$ cat config.mk
export PLATFORM = sky130hd
export DESIGN_NAME = csr_uart_rx_flat
export DESIGN_NICKNAME = d
export VERILOG_FILES = /design/src/rtl/csr_uart_rx_if.sv /design/src/rtl/csr_uart_rx.sv /design/src/flat_wrapper.sv
export SDC_FILE = /design/constraint.sdc
export NUM_CORES = 1
export LEC_CHECK = 0
export BUFFER_PORTS_ARGS = -buffer_cell sky130_fd_sc_hd__clkbuf_2
export CORE_UTILIZATION = 52
export DETAILED_ROUTE_END_ITERATION = 12
export PLACE_DENSITY = 0.77
export SYNTH_ARGS = -nofsm -noshare
export SYNTH_HDL_FRONTEND = slang
export SYNTH_SLANG_ARGS = --single-unit
$ cat constraint.sdc
create_clock -name clk -period 4.5 [get_ports clk]
set_input_delay 0.9 -clock clk [delete_from_list [all_inputs] [get_ports clk]]
set_output_delay 0.9 -clock clk [all_outputs]
set_load 0.05 [all_outputs]
$ cat src/rtl/csr_uart_rx_if.sv
// CSR bus bundle for csr_uart_rx: core side drives the request, the peripheral answers rdata/valid.
interface csr_uart_rx_if;
   logic        read;
   logic [2:0]  modify;
   logic [31:0] wdata;
   logic [11:0] addr;
   logic [31:0] rdata;
   logic        valid;

   modport master (output read, modify, wdata, addr, input rdata, valid);
   modport slave  (input read, modify, wdata, addr, output rdata, valid);
endinterface

$ cat src/rtl/csr_uart_rx.sv
// CSR-mapped 8N1 UART receiver with a small byte FIFO; each read at BASE_ADDR pops one byte.
// Optional sticky overrun/framing flags in the read word when CSR_UART_RX_ERR_EN is defined.
module csr_uart_rx #(
   parameter logic [11:0] BASE_ADDR = 12'hBC0,
   parameter int          DIVISOR   = 868,
   parameter int          FIFO_LOG2 = 2
) (
   input  logic          clk,
   input  logic          rstn,
   csr_uart_rx_if.slave  bus,
   input  logic          rx
);
   localparam int DEPTH = 1 << FIFO_LOG2;
   localparam int CW    = $clog2(DIVISOR);
   localparam logic [CW-1:0] HALF = CW'(DIVISOR/2 - 1);
   localparam logic [CW-1:0] LAST = CW'(DIVISOR - 1);

   typedef enum logic [2:0] {IDLE, START, DATA, STOP, BREAK} state_t;

   state_t          state, state_n;
   logic [CW-1:0]   cnt, cnt_n;
   logic [2:0]      bitc, bitc_n;
   logic [7:0]      shreg, shreg_n;
   logic            sync1, s_rx;
   logic            push_req, frame_err;
   logic [11:0]     q_addr;
   logic [FIFO_LOG2:0]   wptr, rptr;
   logic [7:0]      mem [DEPTH];
   logic            empty, full, rd_hit, pop, push;
   logic [7:0]      head;

   always_ff @(posedge clk or negedge rstn) begin
      if (!rstn) begin
         sync1 <= 1'b1;
         s_rx  <= 1'b1;
      end else begin
         sync1 <= rx;
         s_rx  <= sync1;
      end
   end

   always_ff @(posedge clk or negedge rstn) begin
      if (!rstn) begin
         state <= IDLE;
         cnt   <= '0;
         bitc  <= '0;
         shreg <= '0;
      end else begin
         state <= state_n;
         cnt   <= cnt_n;
         bitc  <= bitc_n;
         shreg <= shreg_n;
      end
   end

   always_comb begin
      state_n   = state;
      cnt_n     = cnt + 1'b1;
      bitc_n    = bitc;
      shreg_n   = shreg;
      push_req  = 1'b0;
      frame_err = 1'b0;
      case (state)
         IDLE: begin
            cnt_n = '0;
            if (!s_rx) state_n = START;
         end
         // Mid-start-bit check rejects short glitches before committing to a frame.
         START: if (cnt == HALF) begin
            cnt_n   = '0;
            bitc_n  = '0;
            state_n = s_rx ? IDLE : DATA;
         end
         DATA: if (cnt == LAST) begin
            cnt_n   = '0;
            shreg_n = {s_rx, shreg[7:1]};
            bitc_n  = bitc + 3'd1;
            if (bitc == 3'd7) state_n = STOP;
         end
         STOP: if (cnt == LAST) begin
            cnt_n = '0;
            if (s_rx) begin
               push_req = 1'b1;
               state_n  = IDLE;
            end else begin
               frame_err = 1'b1;
               state_n   = BREAK;
            end
         end
         BREAK: begin
            cnt_n = '0;
            if (s_rx) state_n = IDLE;
         end
         default: state_n = IDLE;
      endcase
   end

   assign rd_hit = bus.read && (q_addr == BASE_ADDR);
   assign empty  = (wptr == rptr);
   assign full   = (wptr[FIFO_LOG2] != rptr[FIFO_LOG2]) &&
                   (wptr[FIFO_LOG2-1:0] == rptr[FIFO_LOG2-1:0]);
   assign pop    = rd_hit && !empty;
   // A pop on the same edge frees the slot, so a full FIFO can still accept.
   assign push   = push_req && (!full || pop);
   assign head   = mem[rptr[FIFO_LOG2-1:0]];

   always_ff @(posedge clk) begin
      if (push) mem[wptr[FIFO_LOG2-1:0]] <= shreg;
   end

   always_ff @(posedge clk or negedge rstn) begin
      if (!rstn) begin
         wptr   <= '0;
         rptr   <= '0;
         q_addr <= '0;
      end else begin
         q_addr <= bus.addr;
         if (push) wptr <= wptr + 1'b1;
         if (pop)  rptr <= rptr + 1'b1;
      end
   end

`ifdef CSR_UART_RX_ERR_EN
   logic ovr, ferr;
   logic unused;
   assign unused = ^{bus.modify, bus.wdata};

   // Set beats clear so an error on the popping edge is not lost.
   always_ff @(posedge clk or negedge rstn) begin
      if (!rstn) begin
         ovr  <= 1'b0;
         ferr <= 1'b0;
      end else begin
         ovr  <= (push_req && full && !pop) || (ovr && !pop);
         ferr <= frame_err || (ferr && !pop);
      end
   end
`else
   logic unused;
   assign unused = ^{bus.modify, bus.wdata, frame_err};
`endif

   always_ff @(posedge clk or negedge rstn) begin
      if (!rstn) begin
         bus.rdata <= '0;
         bus.valid <= 1'b0;
      end else if (rd_hit) begin
         bus.valid <= 1'b1;
         if (empty)
            bus.rdata <= 32'hFFFF_FFFF;
         else
`ifdef CSR_UART_RX_ERR_EN
            bus.rdata <= {22'b0, ovr, ferr, head};
`else
            bus.rdata <= {24'b0, head};
`endif
      end else begin
         bus.rdata <= '0;
         bus.valid <= 1'b0;
      end
   end
endmodule

$ cat src/flat_wrapper.sv
// flat-port wrapper written by rule: the top's interface ports become plain ports
module csr_uart_rx_flat 
#(
   parameter logic [11:0] BASE_ADDR = 12'hBC0,
   parameter int          DIVISOR   = 868,
   parameter int          FIFO_LOG2 = 2
)
  (clk, rstn, rx, bus_read, bus_modify, bus_wdata, bus_addr, bus_rdata, bus_valid);
  csr_uart_rx_if bus_i ();
  input  logic clk;
  input  logic rstn;
  input  logic rx;
  input wire logic [$bits(bus_i.read)-1:0] bus_read;
  input wire logic [$bits(bus_i.modify)-1:0] bus_modify;
  input wire logic [$bits(bus_i.wdata)-1:0] bus_wdata;
  input wire logic [$bits(bus_i.addr)-1:0] bus_addr;
  output wire logic [$bits(bus_i.rdata)-1:0] bus_rdata;
  output wire logic [$bits(bus_i.valid)-1:0] bus_valid;
  assign bus_i.read = bus_read;
  assign bus_i.modify = bus_modify;
  assign bus_i.wdata = bus_wdata;
  assign bus_i.addr = bus_addr;
  assign bus_rdata = bus_i.rdata;
  assign bus_valid = bus_i.valid;
  csr_uart_rx #(.BASE_ADDR(BASE_ADDR), .DIVISOR(DIVISOR), .FIFO_LOG2(FIFO_LOG2)) u_core (.clk(clk), .rstn(rstn), .bus(bus_i), .rx(rx));
endmodule
==> impl_results.md, run 1 <==
* Syn nets at 302
* Placed cells at 358
* Non-Filler Instances at 374
* Number of synthesized flops with an enable pin at 32
* Reg2reg path depth at 4
* DRC viols at 0
* Post-detailed-route count of antenna-violating nets at 0
* Die Y at 86.2 um
* Largest net degree at the start of global routing at 55
* Vias in the first global route at 1863
* Resize count post-CTS at 0
* Max Fclk at 376 MHz
* Startpoint Class: flop
* R2R Path Start: u_core.q_addr[1]
* Hpwl dp at 3650 um
* Clock Pin Slew Worst Setup and Hold Paths at 0.09 ns
* Setup_tns at 0 ns
* Final #Nets at 333
* Fin crit share at 0.591
* Clock tree buffer depth at 2
* TritonCTS buffer count at 9
* Routed WL at 5360 um
* Crit path DAT at 2.66 ns
* Cts hold-fix bufs at 0
* Post-synthesis area per instance at 15.2 um^2
* Grt total ovfl at 0
* Hold_sp: u_core.sync1
* Warnings, synthesis at 0
* Synth unique cells at 53
* Final min period at 2.66 ns
* Worst hold path class: reg -> reg
* Die Span X at 86.2 um
* CTS root buf: clkbuf_8
* CP Class: reg -> reg
* Std cell rows at 30
* Post-synthesis register bit count at 86
* Vias at 1953
* Post-synth top cells: dfrtp_1 (52), edfxtp_1 (32), buf_4 (23)
* Post-synth top area cell: dfrtp_1
* CTS H-tree lvls at 3
* Hold Violations, Final at 0
* Ant. Diodes at 0
* Max IR drop VDD at 0.192 mV
* Starting DRT DRC Count at 72
* Routability cong. at 0.780
* Slew at the pin with the worst max-slew slack at 0.785 ns
* Drt first pass iters at 4
* Cell Pwr Density at 332 nW/um^2
* First-pass GRT wire length at 8840 um
* Most common cell in the netlist: dfrtp_1
* Hold endpoint: u_core.s_rx
* Core region area at 6830 um^2
* Max Cap Violations at 0
* Share of the yosys chip area belonging to registers at 0.628
* GRT Overall Usage at 0.160
* Hold Crit Depth at 0
* Initial antenna violation count at 0
* Gate Count Post-Synth at 242
* Worst-path maximum fanout at 14
* Finish-stage setup viols at 0
* Layout area overhead at 9.13%
* Max Slew Vio Count at 0
* Synth area leaders: dfrtp_1 (35%), edfxtp_1 (26%), mux4_2 (4.9%)
* Synth top area share at 0.353
* Post-CTS setup buffer count at 0
* Layout cells sized above 1 at 0.374
* Leak at 1.83 nW
* DR vias/cell at 5.22
* Unrepaired setup endpoints after global routing: no
* Worst slew margin at 0.473
* Sink Count at 86
* CTS tree: yes
* Status: finished clean
* RR Endpoint: u_core.mem[1][3]
* Port Buffers at 48
* Initial Util at 0.539
* Die area at 7430 um^2
* I/O pin cnt at 84
* WP data required at 4.50 ns
* Clock skew at 0.0119 ns
* # fillers at 528
* Clk Latency, worst-skew pair at 0.35 ns
* Wire length per cell at 14.3 um
* CP endpoint kind: flop
* Syn Std Cell Area at 3680 um^2
* Post-synth ARST share at 0.628
* Dominant synthesized flop cell: dfrtp_1
* Flop2flop setup slack at 1.84 ns
power by group:
part           internal, mW  switching, mW  total, mW
registers             0.814        0.00246      0.817
logic               0.00692         0.0125     0.0194
clock network         0.213          0.288      0.501
registers in the layout, summed over array words and instances, names as in the netlist:
register,cells
u_core.mem,32
u_core.q_addr,12
u_core.cnt,10
u_core.bus.rdata,9
u_core.shreg,8
u_core.bitc,3
u_core.rptr,3
u_core.state,3
u_core.wptr,3
u_core.bus.valid,1
u_core.s_rx,1
u_core.sync1,1
layout by cell type, fill, tap and decap left out, types with 2 or more instances in the layout:
cell type / synthesis / routed
clkbuf_8: 1 / 9
inv_8: 0 / 2
inv_1: 5 / 5
o21a_1: 8 / 8
mux2_2: 10 / 10
dfstp_2: 2 / 2
nor3_1: 3 / 3
nand4_1: 4 / 4
nand3_1: 5 / 5
edfxtp_1: 32 / 32
dfrtp_1: 52 / 52
nor2_1: 15 / 15
xor2_1: 8 / 8
inv_6: 0 / 2
xnor2_1: 7 / 7
buf_4: 23 / 2
nand2_1: 4 / 4
clkinvlp_4: 0 / 2
clkbuf_2: 0 / 48
nor4b_1: 2 / 2
nor4_4: 2 / 2
mux4_2: 8 / 8
nand3b_1: 2 / 2
ha_1: 9 / 9
and2_1: 4 / 4
o21ai_0: 2 / 2
per-stage QoR:
step / utilization / setup WS [ns] / power [mW] / cell area, um^2 / hold WS (ns)
floorplan: - / 2.31 / 0.836 / 3680 / 0.345
global placement: 0.561 / 1.66 / 0.853 / 3830 / 0.346
detailed placement: 0.561 / 1.62 / 0.854 / 3830 / 0.349
CTS: 0.589 / 1.79 / 1.35 / 4020 / 0.362
global route: 0.589 / 1.68 / 1.39 / 4020 / 0.368
finish: 0.589 / 1.84 / 1.34 / 4020 / 0.360
critical path, cell delays in order, from the launching register on:
cell,delay (ns)
dfrtp_1,0.37
or4_4,0.54
nor4_4,0.72
o21a_4,0.27
and2_1,0.40
metal layers:
metal  vias to the layer above  routed length [um]  track usage
met5                         -                   0            0
met4                         0                  76       0.0682
met3                         7                 276       0.0495
met2                        63                2760        0.281
met1                       967                2250        0.182
li1                        916                   -            -
kinds of logic (layout without fill, tap and decap cells):
| family | count (synthesis) | in the layout | share of synthesized area |
|---|---|---|---|
| compound gates | 19 | 19 | 0.0441 |
| xor+xnor | 15 | 15 | 0.0357 |
| fa+ha+maj | 9 | 9 | 0.0306 |
| buf+inv | 35 | 71 | 0.0666 |
| flops | 86 | 86 | 0.628 |
| mux | 19 | 19 | 0.0835 |
| simple gates | 59 | 59 | 0.111 |
worst max-delay path by stage:
stage / start / endpoint / slack [ns]
6_report: u_core.q_addr[1] / u_core.mem[1][3] / 1.84
4_1_cts: u_core.q_addr[1] / u_core.mem[2][2] / 1.79
3_5_place_dp: bus_read / u_core.mem[2][0] / 1.62
2_1_floorplan: u_core.cnt[0] / u_core.mem[0][0] / 2.31
3_3_place_gp: bus_read / u_core.mem[1][1] / 1.66
5_1_grt: u_core.q_addr[1] / u_core.mem[0][3] / 1.68
cell type report:
cell class	count	area, um^2	share of cell area
sequential	86	2310	0.576
multi-input combinational	121	1120	0.280
timing repair buffer	50	255	0.0635
clock buffer	9	124	0.0308
tap	96	120	0.0299
clock inverter	7	63.8	0.0159
inverter	5	18.8	0.00467
(Power assumes the default switching activity.)
==> run 2, diff against run 1 <==
==> constraint.sdc (replaced) <==
create_clock -name clk -period 2.74 [get_ports clk]
set_input_delay 0.548 -clock clk [delete_from_list [all_inputs] [get_ports clk]]
set_output_delay 0.548 -clock clk [all_outputs]
set_load 0.05 [all_outputs]
==> impl_results.md, run 2 (synthesis gave the netlist of run 1 again) <==
* Die Span X at 86.2 um
* GRT met1 Usage at 0.209
* Hpwl dp at 3780 um
* Core region area at 6830 um^2
* Vias in the first global route at 1907
* Setup_tns at 0 ns
* Post-Place Worst Slack at 0.358 ns
* Leak at 1.86 nW
* Max Slew Vio Count at 0
* Resize count post-CTS at 0
* CTS root buf: clkbuf_8
* Std cell rows at 30
* Status: finished clean
* Post-CTS setup buffer count at 0
* Grt total ovfl at 0
* Clock tree buffer depth at 2
* Startpoint Class: flop
* DR vias/cell at 5.19
* Initial Util at 0.539
* Max reg flops at 32
* Fin worst setup slack at 0.363 ns
* DRC viols at 0
* Busiest grt layer: met2
* Hold Violations, Final at 0
* Drt first pass iters at 4
* Port Buffers at 48
* Max Cap Violations at 0
* CP Class: reg -> reg
* Fin crit share at 0.867
* Wire length per cell at 14.7 um
* Worst hold path class: in -> reg
* Starting DRT DRC Count at 69
* Largest net degree at the start of global routing at 39
* Clk Latency, worst-skew pair at 0.36 ns
* Die Y at 86.2 um
* Layout cells sized above 1 at 0.385
* Ant. Diodes at 0
* Clock Pin Slew Worst Setup and Hold Paths at 0.09 ns
* M3 GR Usage at 0.0590
* Final #Nets at 338
* Met2 Resource Use GR at 0.266
* Unrepaired setup endpoints after global routing: no
* Clock skew at 0.00944 ns
* CTS H-tree lvls at 3
* Max IR drop VDD at 0.241 mV
* WP data required at 2.75 ns
* Cts hold-fix bufs at 0
* Worst slew margin at 0.370
* Sink Count at 86
* Crit path DAT at 2.39 ns
* Commonest non-fill, non-tap cell in the layout: dfrtp_1
* Worst-path maximum fanout at 8
* Vias at 1968
* TritonCTS buffer count at 9
* Commonest non-fill, non-tap cells in the layout: dfrtp_1 (52), clkbuf_2 (48), edfxtp_1 (32)
* I/O pin cnt at 84
* Max Fclk at 421 MHz
* Slew at the pin with the worst max-slew slack at 0.945 ns
* Die area at 7430 um^2
* Routability cong. at 0.822
* Post-detailed-route count of antenna-violating nets at 0
* GRT Overall Usage at 0.166
* Layout area overhead at 10.6%
* CTS tree: yes
* CP endpoint kind: flop
* Final min period at 2.38 ns
* # fillers at 529
* Routed WL at 5560 um
* Initial antenna violation count at 0
* First-pass GRT wire length at 9160 um
* Finish-stage setup viols at 0
* Cell Pwr Density at 559 nW/um^2
==> run 2: cell count changes in the layout (fill, tap and decap cells not counted) <==
cell	change
buf_4	+5
bufinv_16	+1
inv_6	-1
clkinvlp_4	+1
inv_8	-1
==> run 2: where the power goes <==
part	internal (mW)	switching [mW]
registers	1.34	0.00365
logic	0.0124	0.0219
clock network	0.431	0.472
total	1.78	0.497
==> run 2: metrics by stage <==
step / cell area, um^2 / std cells / utilization / power, mW / hold slack (ns)
3_5_place_dp: 3870 / 363 / 0.567 / 1.40 / 0.351
2_1_floorplan: 3680 / 242 / - / 1.37 / 0.252
3_3_place_gp: 3870 / 363 / 0.567 / 1.40 / 0.347
5_1_grt: 4080 / 379 / 0.597 / 2.35 / 0.242
6_report: 4080 / 379 / 0.597 / 2.28 / 0.264
4_1_cts: 4080 / 379 / 0.597 / 2.30 / 0.244
==> run 2: critical path, cell delays in order, from the launching register on <==
cell,delay [ns]
dfrtp_1,0.39
ha_1,0.19
or4bb_4,0.50
nor4_4,0.33
o21a_4,0.20
and2_1,0.41
==> run 2: path summary, 6_finish.rpt <==
kind                               startpoint             endpoint  slack [ns]  cells after the start
worst max register to register  u_core.cnt[0]     u_core.mem[2][5]        0.36                      5
min in group asynchronous                rstn  u_core.bus.rdata[2]        0.31                      1
worst min-delay path                       rx         u_core.sync1        0.26                      1
worst min register to register   u_core.sync1          u_core.s_rx        0.36                      0
max in group asynchronous                rstn     u_core.q_addr[5]        1.73                      2
worst max-delay path            u_core.cnt[0]     u_core.mem[2][5]        0.36                      5
==> run 2: area by class of cell <==
type	count	area (um^2)	share of cell area
repair buffers	55	293	0.0718
clock inverters	7	81.3	0.0200
inverters	5	18.8	0.00460
clock buffers	9	124	0.0304
well taps	96	120	0.0295
flip-flops and latches	86	2310	0.568
multi-input cells	121	1120	0.276
==> run 2: layer usage <==
layer | share of wire | vias to the layer above
met5 | 0 | -
met4 | 0.013 | 0
met3 | 0.049 | 9
met2 | 0.49 | 59
met1 | 0.45 | 977
li1 | - | 923
==> run 3, diff against run 2 <==
--- a/config.mk
+++ b/config.mk
@@ -6,9 +6,8 @@
 export NUM_CORES = 1
 export LEC_CHECK = 0
 export BUFFER_PORTS_ARGS = -buffer_cell sky130_fd_sc_hd__clkbuf_2
-export CORE_UTILIZATION = 52
+export CORE_UTILIZATION = 30
 export DETAILED_ROUTE_END_ITERATION = 12
-export PLACE_DENSITY = 0.77
 export SYNTH_ARGS = -nofsm -noshare
 export SYNTH_HDL_FRONTEND = slang
 export SYNTH_SLANG_ARGS = --single-unit
==> impl_results.md, run 3 (synthesis gave the netlist of run 1 again) <==
* Status: finished clean
* Commonest non-fill, non-tap cell in the layout: dfrtp_1
* Sink Count at 86
* Starting DRT DRC Count at 61
* Net Sw Frac at 0.198
* Worst path depth at 5
* Grt total ovfl at 0
* CP endpoint kind: flop
* Vias at 1950
* DRC viols at 0
* Reg power frac at 0.517
* Sequential Area at 2310 um^2
* Max IR drop VDD at 0.274 mV
* Drt first pass iters at 4
* Finish-stage setup viols at 0
* GRT Overall Usage at 0.100
* CTS root buf: clkbuf_16
* Cts hold-fix bufs at 0
* Core region area at 12000 um^2
* Leak at 1.90 nW
* Cell Pwr Density at 615 nW/um^2
* DR vias/cell at 4.55
* Critical path's slowest cell: or4bb_4
* RR Endpoint: u_core.mem[1][2]
* Hold Violations, Final at 0
* Clk network pwr share at 0.470
* Die Span X at 113 um
* Initial Util at 0.307
* Final min period at 2.50 ns
* Max reg flops at 32
* CP peak stage delay at 0.53 ns
* Clock tree buffer depth at 2
* Die area at 12700 um^2
* WP data required at 2.72 ns
* First-pass GRT wire length at 9730 um
* Clock skew at 0.0110 ns
* Worst slew margin at 0.483
* Die Y at 113 um
* Unrepaired setup endpoints after global routing: no
* Layout area overhead at 14.7%
* CP Class: reg -> reg
* Post-CTS setup buffer count at 0
* Port Buffers at 48
* Routability cong. at 0.798
* Worst setup path startpoint: u_core.cnt[0]
* Largest net degree at the start of global routing at 33
* Combinational share of power at 0.013
* CTS H-tree lvls at 3
* Flop2flop setup slack at 0.24 ns
* Resize count post-CTS at 0
* Max Fclk at 399 MHz
* WP buf/inv at 0
* Setup_tns at 0 ns
* Std cell rows at 40
* Initial antenna violation count at 0
* Clock Pin Slew Worst Setup and Hold Paths at 0.06 ns
* I/O pin cnt at 84
* # fillers at 1157
* Max Slew Vio Count at 0
* R2R Path Start: u_core.cnt[0]
* Crit-path leading delay family: simple AND/OR/NAND/NOR gates
* Critical Path, Cell by Cell: ha_1, or4bb_4, nor4_4, o21a_4, and2_1
* Wire length per cell at 13.2 um
* Crit path DAT at 2.49 ns
* TritonCTS buffer count at 9
* Pint at 2.08 mW
* Multi-input gate area at 1120 um^2
* CTS tree: yes
* Reg2reg path depth at 5
* Layout cells sized above 1 at 0.379
* Startpoint Class: flop
* Worst-path maximum fanout at 8
* Fin crit share at 0.914
* Non-Filler Instances at 429
* Max Cap Violations at 0
* Routed WL at 5660 um
* Final #Nets at 337
* Setup crit end: u_core.mem[1][2]
* Clk Latency, worst-skew pair at 0.34 ns
* Post-detailed-route count of antenna-violating nets at 0
* Slew at the pin with the worst max-slew slack at 0.776 ns
* Hpwl dp at 3840 um
* Commonest non-fill, non-tap cells in the layout: dfrtp_1 (52), clkbuf_2 (48), edfxtp_1 (32)
* Vias in the first global route at 1990
* Worst hold path class: in -> async
* Net Switching at 514 uW
* Placed cells at 413
* Ant. Diodes at 0
run 3: cell count changes in the layout (fill, tap and decap cells not counted):
cell | before | now
buf_4 | 7 | 6
clkbuf_1 | 0 | 1
clkbuf_16 | 0 | 9
clkbuf_8 | 9 | 1
clkinv_2 | 0 | 1
clkinv_4 | 1 | 0
clkinvlp_4 | 3 | 1
inv_4 | 0 | 1
inv_8 | 1 | 0
run 3: worst register-to-register path: cells and delay by family (launching register included):
kind / cells / cell delay [ns]
flip-flops: 1 / 0.39
AO/OA/AOI/OAI: 1 / 0.21
AND/OR/NAND/NOR: 3 / 1.26
adder cells (fa/ha/maj): 1 / 0.29
run 3: final cells by class:
type                       count  area share
clock buffer                  11      0.0574
clock inverter                 5      0.0136
inverter                       5     0.00444
multi-input combinational    121       0.266
sequential                    86       0.547
tap                          147      0.0435
timing repair buffer          54      0.0675
run 3: power by group through the flow:
stage / sequential (mW) / clock, mW / combinational (mW)
detailed placement: 1.37 / 0 / 0.0367
floorplan: 1.37 / 0 / 0.00635
finish: 1.34 / 1.22 / 0.0343
CTS: 1.34 / 1.25 / 0.0369
global placement: 1.37 / 0 / 0.0353
global route: 1.34 / 1.32 / 0.0402
run 3: routing by layer:
| metal | vias up | part of all wire | global-route usage |
|---|---|---|---|
| met5 | - | 0 | 0 |
| met1 | 968 | 0.44 | 0.112 |
| met2 | 48 | 0.51 | 0.174 |
| li1 | 923 | - | - |
| met4 | 0 | 0.019 | 0.0471 |
| met3 | 11 | 0.035 | 0.0327 |
run 3: through the flow:
step | power, mW | worst slack, ns | utilization | hold WS, ns | instance area, um^2
global placement | 1.40 | 0.208 | 0.327 | 0.347 | 3930
global route | 2.70 | 0.0549 | 0.352 | 0.288 | 4230
CTS | 2.63 | 0.192 | 0.352 | 0.281 | 4230
floorplan | 1.37 | 0.553 | - | 0.252 | 3680
finish | 2.60 | 0.235 | 0.352 | 0.281 | 4230
detailed placement | 1.40 | 0.201 | 0.327 | 0.348 | 3930
run 3: how the worst min path moves through the flow:
stage | end
after floorplan | u_core.bitc[0]
after global placement | u_core.s_rx
after detailed placement | u_core.s_rx
after CTS | u_core.sync1
after global routing | u_core.sync1
final | u_core.cnt[5]
